File: src/rtl/read_return_collector_pkg.sv
// Shared types and defaults for the DDR2 read-return collector.
// Holds the tag and beat record layouts plus the size-code decoder.
package read_return_collector_pkg;

  typedef logic [1:0]  sz_t;
  typedef logic [24:0] addr_t;
  typedef logic [15:0] data_t;

  localparam int TAG_DEPTH_DEF  = 8;
  localparam int DATA_DEPTH_DEF = 32;

  typedef struct packed {
    sz_t   sz;
    addr_t addr;
  } tag_t;

  typedef struct packed {
    data_t data;
    addr_t addr;
    logic  last;
    logic  err;
  } beat_t;

  typedef enum logic {IDLE, COLLECT} state_t;

  // Burst length in beats: 8, 16, 24 or 32.
  function automatic logic [5:0] sz_to_beats(input sz_t sz);
    return (6'(sz) + 6'd1) << 3;
  endfunction

endpackage

File: src/rtl/read_return_collector_sync_fifo.sv
// Synchronous FIFO with occupancy count; callers only read when non-empty
// and only write when not full or popping in the same cycle.
module sync_fifo #(
  parameter int WIDTH = 8,
  parameter int DEPTH = 8,
  localparam int AW = (DEPTH > 1) ? $clog2(DEPTH) : 1,
  localparam int CW = $clog2(DEPTH + 1)
) (
  input  logic             clk,
  input  logic             reset,
  input  logic             wr_en,
  input  logic [WIDTH-1:0] wr_data,
  input  logic             rd_en,
  output logic [WIDTH-1:0] rd_data,
  output logic             full,
  output logic             empty,
  output logic [CW-1:0]    count
);

  logic [WIDTH-1:0] mem [DEPTH];
  logic [AW-1:0]    wr_ptr;
  logic [AW-1:0]    rd_ptr;

  function automatic logic [AW-1:0] next_ptr(input logic [AW-1:0] p);
    return (p == AW'(DEPTH - 1)) ? '0 : p + 1'b1;
  endfunction

  // NOTE: state registers use non-blocking assignments so every flop samples pre-edge values.
  always_ff @(posedge clk or negedge reset) begin
    if (!reset) begin
      wr_ptr <= '0;
      rd_ptr <= '0;
      count  <= '0;
    end else begin
      if (wr_en) wr_ptr <= next_ptr(wr_ptr);
      if (rd_en) rd_ptr <= next_ptr(rd_ptr);
      count <= count + CW'(wr_en) - CW'(rd_en);
    end
  end

  // NOTE: the storage array has no reset; emptiness is carried by the pointers and count.
  always_ff @(posedge clk) begin
    if (wr_en) mem[wr_ptr] <= wr_data;
  end

  assign rd_data = mem[rd_ptr];
  assign full    = (count == CW'(DEPTH));
  assign empty   = (count == '0);

endmodule

File: src/rtl/read_return_collector.sv
// Matches DDR2 read-return beats against queued request tags, checks each
// beat address and buffers beats for a ready/valid consumer.
module read_return_collector
  import read_return_collector_pkg::*;
#(
  parameter int TAG_DEPTH  = TAG_DEPTH_DEF,
  parameter int DATA_DEPTH = DATA_DEPTH_DEF
) (
  input  logic        clk,
  input  logic        reset,
  input  logic        req_valid,
  output logic        req_ready,
  input  logic [1:0]  req_sz,
  input  logic [24:0] req_addr,
  input  logic [15:0] dout,
  input  logic [24:0] raddr,
  input  logic        validout,
  output logic        rsp_valid,
  input  logic        rsp_ready,
  output logic [15:0] rsp_data,
  output logic [24:0] rsp_addr,
  output logic        rsp_last,
  output logic        rsp_err,
  input  logic        clr_err,
  output logic        addr_err,
  output logic        unexpected_err,
  output logic        overflow_err,
  output logic [15:0] reads_done
);

  localparam int TCW = $clog2(TAG_DEPTH + 1);
  localparam int DCW = $clog2(DATA_DEPTH + 1);

  state_t         state;
  logic [4:0]     beat_idx;
  tag_t           tag_wr, tag_head;
  logic           tag_full, tag_empty;
  logic [TCW-1:0] tag_count;
  beat_t          beat_wr, beat_head;
  logic           data_full, data_empty;
  logic [DCW-1:0] unused_data_count;

  logic  tag_push, collecting, beat_in, beat_last, beat_bad;
  logic  data_push, data_pop, unexpected_evt, overflow_evt;
  addr_t exp_addr;
  logic [5:0] last_idx;

  assign req_ready = !tag_full;
  assign tag_push  = req_valid && !tag_full;
  assign tag_wr    = '{sz: req_sz, addr: req_addr};

  // Only COLLECT owns a head tag, so a request queued in the same cycle as a beat cannot claim it.
  assign collecting = (state == COLLECT);
  assign beat_in    = validout && collecting;
  assign exp_addr   = tag_head.addr + addr_t'(beat_idx);
  assign last_idx   = sz_to_beats(tag_head.sz) - 6'd1;
  assign beat_last  = beat_in && ({1'b0, beat_idx} == last_idx);
  assign beat_bad   = beat_in && (raddr != exp_addr);

  assign data_pop       = rsp_valid && rsp_ready;
  assign data_push      = beat_in && (!data_full || data_pop);
  assign overflow_evt   = beat_in && data_full && !data_pop;
  assign unexpected_evt = validout && !collecting;
  assign beat_wr        = '{data: dout, addr: raddr, last: beat_last, err: beat_bad};

  sync_fifo #(.WIDTH($bits(tag_t)), .DEPTH(TAG_DEPTH)) u_tag_fifo (
    .clk     (clk),
    .reset   (reset),
    .wr_en   (tag_push),
    .wr_data (tag_wr),
    .rd_en   (beat_last),
    .rd_data (tag_head),
    .full    (tag_full),
    .empty   (tag_empty),
    .count   (tag_count)
  );

  sync_fifo #(.WIDTH($bits(beat_t)), .DEPTH(DATA_DEPTH)) u_data_fifo (
    .clk     (clk),
    .reset   (reset),
    .wr_en   (data_push),
    .wr_data (beat_wr),
    .rd_en   (data_pop),
    .rd_data (beat_head),
    .full    (data_full),
    .empty   (data_empty),
    .count   (unused_data_count)
  );

  // Outputs come straight from FIFO storage flops, forced to zero when nothing is held.
  assign rsp_valid = !data_empty;
  assign {rsp_data, rsp_addr, rsp_last, rsp_err} = data_empty ? '0 : beat_head;

  always_ff @(posedge clk or negedge reset) begin
    if (!reset) begin
      state          <= IDLE;
      beat_idx       <= '0;
      reads_done     <= '0;
      addr_err       <= 1'b0;
      unexpected_err <= 1'b0;
      overflow_err   <= 1'b0;
    end else begin
      case (state)
        IDLE: begin
          beat_idx <= '0;
          if (!tag_empty) state <= COLLECT;
        end
        COLLECT: begin
          if (beat_in) begin
            if (beat_last) begin
              beat_idx <= '0;
              if (tag_count == TCW'(1) && !tag_push) state <= IDLE;
            end else begin
              beat_idx <= beat_idx + 5'd1;
            end
          end
        end
        default: state <= IDLE;
      endcase

      if (beat_last) reads_done <= reads_done + 16'd1;

      // A same-cycle error event beats clr_err.
      addr_err       <= (addr_err       && !clr_err) || beat_bad;
      unexpected_err <= (unexpected_err && !clr_err) || unexpected_evt;
      overflow_err   <= (overflow_err   && !clr_err) || overflow_evt;
    end
  end

endmodule

File: config.mk
export PLATFORM = sky130hd
export DESIGN_NAME = read_return_collector
export DESIGN_NICKNAME = d
export VERILOG_FILES = /design/src/rtl/read_return_collector_pkg.sv /design/src/rtl/read_return_collector_sync_fifo.sv /design/src/rtl/read_return_collector.sv
export SDC_FILE = /design/constraint.sdc
export NUM_CORES = 2
export LEC_CHECK = 0
export BUFFER_PORTS_ARGS = -buffer_cell sky130_fd_sc_hd__buf_4
export CORE_MARGIN = 2
export CORE_UTILIZATION = 50
export DETAILED_ROUTE_END_ITERATION = 8
export HOLD_SLACK_MARGIN = 0.06
export PLACE_DENSITY = 0.72
export SYNTH_ARGS = -nofsm -noshare
export SYNTH_HDL_FRONTEND = slang
export SYNTH_HIERARCHICAL = 1
export SYNTH_SLANG_ARGS = --single-unit
File: constraint.sdc
create_clock -name clk -period 8.25 [get_ports clk]
set_input_delay 0.825 -clock clk [delete_from_list [all_inputs] [get_ports clk]]
set_output_delay 0.825 -clock clk [all_outputs]
set_load 0.005 [all_outputs]
==> metrics.md <==
| Metric | Value |
|---|---|
| Path type of the worst min-delay path | `input port to asynchronous set/reset pin` |
| Multi-input logic area | `between 10000 and 15000 sq um` |
| DR vias | `between 30000 and 40000` |
| Arrival time at the worst endpoint | `approximately 4800 ps` |
| Clock tree sinks | `between 1500 and 2000` |
| Fraction of synthesized cell area taken by the top area cell type | `0.745` |
| Unrepaired setup endpoints after global routing | `false` |
| Top achievable clock speed | `between 150 and 200 MHz` |
| Fraction of power consumed by combinational cells | `0.239` |
| Clock-pin transition on the worst setup and hold timing paths | `60 ps` |
| Proportion of power drawn by the clock network | `0.318` |
| Nets@finish | `3367` |
| Number of routed nets with antenna violations | `0` |
| Ys flop type | `edfxtp_1` |
| Final hold violation count | `0` |
| Minimum period implied by the final worst setup slack | `about 5600 ps` |
| Internal power of the cells | `16.3 mW` |
| Sequential area share after synthesis | `0.765` |
| Mean instance size in the synthesized netlist | `21.1 sq um` |
| Violation count after the first detailed-route iteration | `approximately 3300` |
| Kind of cell adding the most delay to the critical path | `buffers and inverters` |
| Leakage power of the design | `23.5 nW` |
| Synth area leader | `edfxtp_1` |
| Number of antenna violations at the first check in global routing | `8` |
| Vias in the first global route | `roughly 32000` |
| Netlist area before placement | `between 60000 and 70000 sq um` |
| Worst Path Required | `~7400 ps` |
| Grt total ovfl | `0` |
| Pin count of the biggest net entering global routing | `roughly 140` |
| Critical path startpoint category | `flop` |
| Placed standard-cell area | `between 60000 and 70000 sq um` |
| Endpoints failing setup | `0` |
| Switching fraction of total power | `0.291` |
| Max Root-Sink Buffers | `3` |
| Syn nets | `3153` |
| Vertical extent of the die | `362 um` |
| Global-route total usage across every layer | `0.228` |
| Area Overhead vs Synth | `12.9%` |
| Fraction of final layout cells sized beyond drive strength 1 | `0.248` |
| Area enclosed by the die boundary | `between 100000 and 150000 sq um` |
| Max VDD drop | `~0.32 mV` |
| First-pass iteration count of the detailed router | `6` |
| MaxCap Viol Count | `0` |
| Number of warnings printed during yosys synthesis | `6` |
| Number of buffers inserted by post-CTS setup repair | `0` |
| Cell with the most instances after synthesis | `edfxtp_1` |
| Result of the run | `complete, no violations` |
| Fin. max-slew vios | `0` |
| Most common cell on crit path | `buf_4` |
| Clock insertion delay at the later pin of the skew report | `approximately 800 ps` |
| Final worst clock skew | `between 30 and 40 ps` |
| TritonCTS Buffers | `163` |
| Initial core utilization | `0.503` |
| Detailed-route wire length | `between 100000 and 150000 um` |
| Filler cells | `about 9300` |
| Maximum net fanout on the critical path | `50` |
| Core Region | `128000 sq um` |
| Master cell of the clock root buffer | `clkbuf_16` |
| Number of buffers and inverters on the critical path | `3` |
| Tightest Pin Transition | `around 1200 ps` |
| Seq cells post-synth | `between 1500 and 2000` |
| Wire length of the first global-routing pass | `between 200000 and 250000 um` |
| Share of synthesized registers carrying an async set or reset | `0.0310` |
| Net Sw Power | `~6.7 mW` |
| Power per Cell Area | `between 300 and 400 nW/um^2` |
| Post-route fraction of the period consumed by the critical path | `0.682` |
| Port Buffers | `between 100 and 150` |
| Number of levels the H-tree was split into | `4` |
| Crit path cell chain | `nor2b_4 -> buf_4 -> buf_4 -> a22o_1 -> a211oi_1 -> a311oi_1 -> nor2b_1 -> buf_4` |
| Setup TNS after final layout | `0 ps` |
| Fraction of power consumed by sequential logic | `0.444` |
| Setup Crit Path Kind | `flop to primary output` |
| Post-detail-place hpwl | `between 70000 and 80000 um` |
| Number of enable flip-flop cells after synthesis | `between 1500 and 2000` |
| Crit path largest cell delay | `1050 ps` |
| Placer Congestion | `~0.76` |
| Critical Path End Type | `primary output` |
| Number of core rows | `~130` |
| Residual DRC count | `0` |
| Cells resized by post-CTS repair | `0` |
| Area taken by flip-flops and latches | `around 49000 sq um` |
| Synthesized instance count | `approximately 3000` |
| Vias/cell | `between 6 and 7` |
| Width of the die | `around 360 um` |
| Number of buffers inserted for hold repair after clock tree synthesis | `0` |
| Per-cell routed wire length | `roughly 29 um` |
| Worst slew slack as a fraction of its limit | `0.216` |
| Finished Cell Area | `a little over 70000 sq um` |
| Clock tree from TritonCTS | `yes` |
| Most used standard cells in the synthesized netlist | `1592 x edfxtp_1, 308 x mux4_2, 174 x mux2i_1` |
| Distinct cell type count of the synthesized netlist | `63` |
| Cell with the biggest individual delay on the critical path | `dfrtp_4` |
| Cells taking the most area after synthesis | `edfxtp_1 74%, mux4_2 11%, mux2i_1 2.7%` |
| I/O pin count | `between 100 and 150` |
## sequential cells by signal, summed over array words and instances, names as in the netlist
register / flops
collecting: 1
u_data_fifo/count: 6
u_data_fifo/wr_ptr: 5
unexpected_err: 1
beat_idx: 5
overflow_err: 1
u_tag_fifo/count: 4
addr_err: 1
u_data_fifo/mem: 1376
reads_done: 16
u_tag_fifo/rd_ptr: 3
u_tag_fifo/wr_ptr: 3
u_tag_fifo/mem: 216
u_data_fifo/rd_ptr: 5
## cells by family after synthesis
logic type                 count (synthesis)  share of synthesized area
muxes                                    522                      0.143
AOI/OAI and AO/OA                        362                     0.0402
xor gates and xnor gates                  58                    0.00791
and+or+nand+nor                          225                     0.0191
DFF                                     1643                      0.765
buffers and inverters                    197                     0.0177
adders and majority gates                 36                    0.00737
## power groups by stage
| stage | logic, mW | clock network (mW) | registers (mW) |
|---|---|---|---|
| after floorplan | 3.70 | 0 | 10.1 |
| after global placement | 5.42 | 0 | 10.3 |
| after detailed placement | 5.48 | 0 | 10.3 |
| after CTS | 5.51 | 7.39 | 10.2 |
| after global routing | 5.84 | 7.70 | 10.2 |
| final | 5.47 | 7.28 | 10.2 |
## path summary, 6_finish.rpt
| path | startpoint | endpoint | slack, ps | cells past startpoint |
|---|---|---|---|---|
| hold / removal | reset | reads_done[0] | 120 | 1 |
| setup / recovery | u_data_fifo/rd_ptr[1] | rsp_data[14] | 2630 | 8 |
| setup reg to reg | u_tag_fifo/rd_ptr[0] | u_data_fifo/mem[15][0] | 3060 | 12 |
| min in group clk | req_addr[18] | u_tag_fifo/mem[1][18] | 260 | 1 |
| max in group asynchronous | reset | u_data_fifo/rd_ptr[1] | 7500 | 1 |
| hold reg to reg | reads_done[15] | reads_done[15] | 490 | 1 |
## cell usage in the layout (no fill, tap or decap), types with 4 or more instances in the layout
| cell | netlist | routed |
|---|---|---|
| clkinv_8 | 0 | 7 |
| clkbuf_16 | 0 | 165 |
| edfxtp_1 | 1592 | 1592 |
| ha_1 | 33 | 33 |
| inv_1 | 37 | 37 |
| clkinv_2 | 0 | 24 |
| mux4_1 | 4 | 4 |
| a21oi_1 | 98 | 97 |
| o21ai_0 | 15 | 15 |
| mux2_2 | 36 | 36 |
| a211oi_1 | 5 | 5 |
| a22oi_1 | 127 | 127 |
| dfrtp_1 | 51 | 44 |
| nor2_1 | 47 | 19 |
| nand3b_1 | 5 | 5 |
| nand3_1 | 22 | 21 |
| nor2b_1 | 47 | 45 |
| xor2_1 | 27 | 27 |
| and3_1 | 14 | 14 |
| nand2b_1 | 5 | 5 |
| buf_12 | 0 | 5 |
| o22ai_1 | 5 | 5 |
| bufinv_16 | 0 | 14 |
| nor2_2 | 0 | 6 |
| nand4_1 | 10 | 10 |
| xnor2_1 | 31 | 31 |
| nor3_2 | 1 | 14 |
| nor3_1 | 18 | 5 |
| nand2_1 | 34 | 34 |
| o221ai_1 | 85 | 85 |
| a31oi_1 | 5 | 5 |
| clkinv_1 | 1 | 32 |
| buf_4 | 18 | 202 |
| nor2_4 | 0 | 22 |
| mux4_2 | 308 | 308 |
| dfrtp_4 | 0 | 4 |
| clkbuf_1 | 62 | 42 |
| mux2i_1 | 174 | 174 |
## metal layers
layer	vias up	global-route usage	wire length (um)
met4	12	0.0786	3710
met3	224	0.0361	11600
met1	16800	0.305	58000
li1	13200	-	-
met5	-	0	87
met2	1341	0.383	75500
## through the flow
stage	utilization	std cells	power [mW]	hold slack (ps)	setup slack, ps
6_report	0.568	5055	22.9	118	2630
5_1_grt	0.568	5054	23.8	165	2530
4_1_cts	0.568	5051	23.1	107	2610
3_5_place_dp	0.527	4753	15.8	477	2670
3_3_place_gp	0.527	4753	15.7	469	2860
2_1_floorplan	-	3043	13.8	468	3020
## cell type report
| cell class | instances | area share |
|---|---|---|
| Antenna cell | 3 | 0.000104 |
| Tap cell | 1662 | 0.0287 |
| Sequential cell | 1643 | 0.677 |
| Timing Repair Buffer | 208 | 0.0225 |
| Clock buffer | 210 | 0.0597 |
| Multi-Input combinational cell | 1203 | 0.197 |
| Inverter | 38 | 0.00197 |
| Clock inverter | 88 | 0.0129 |
Note: power is estimated with default switching activity, not from simulation.
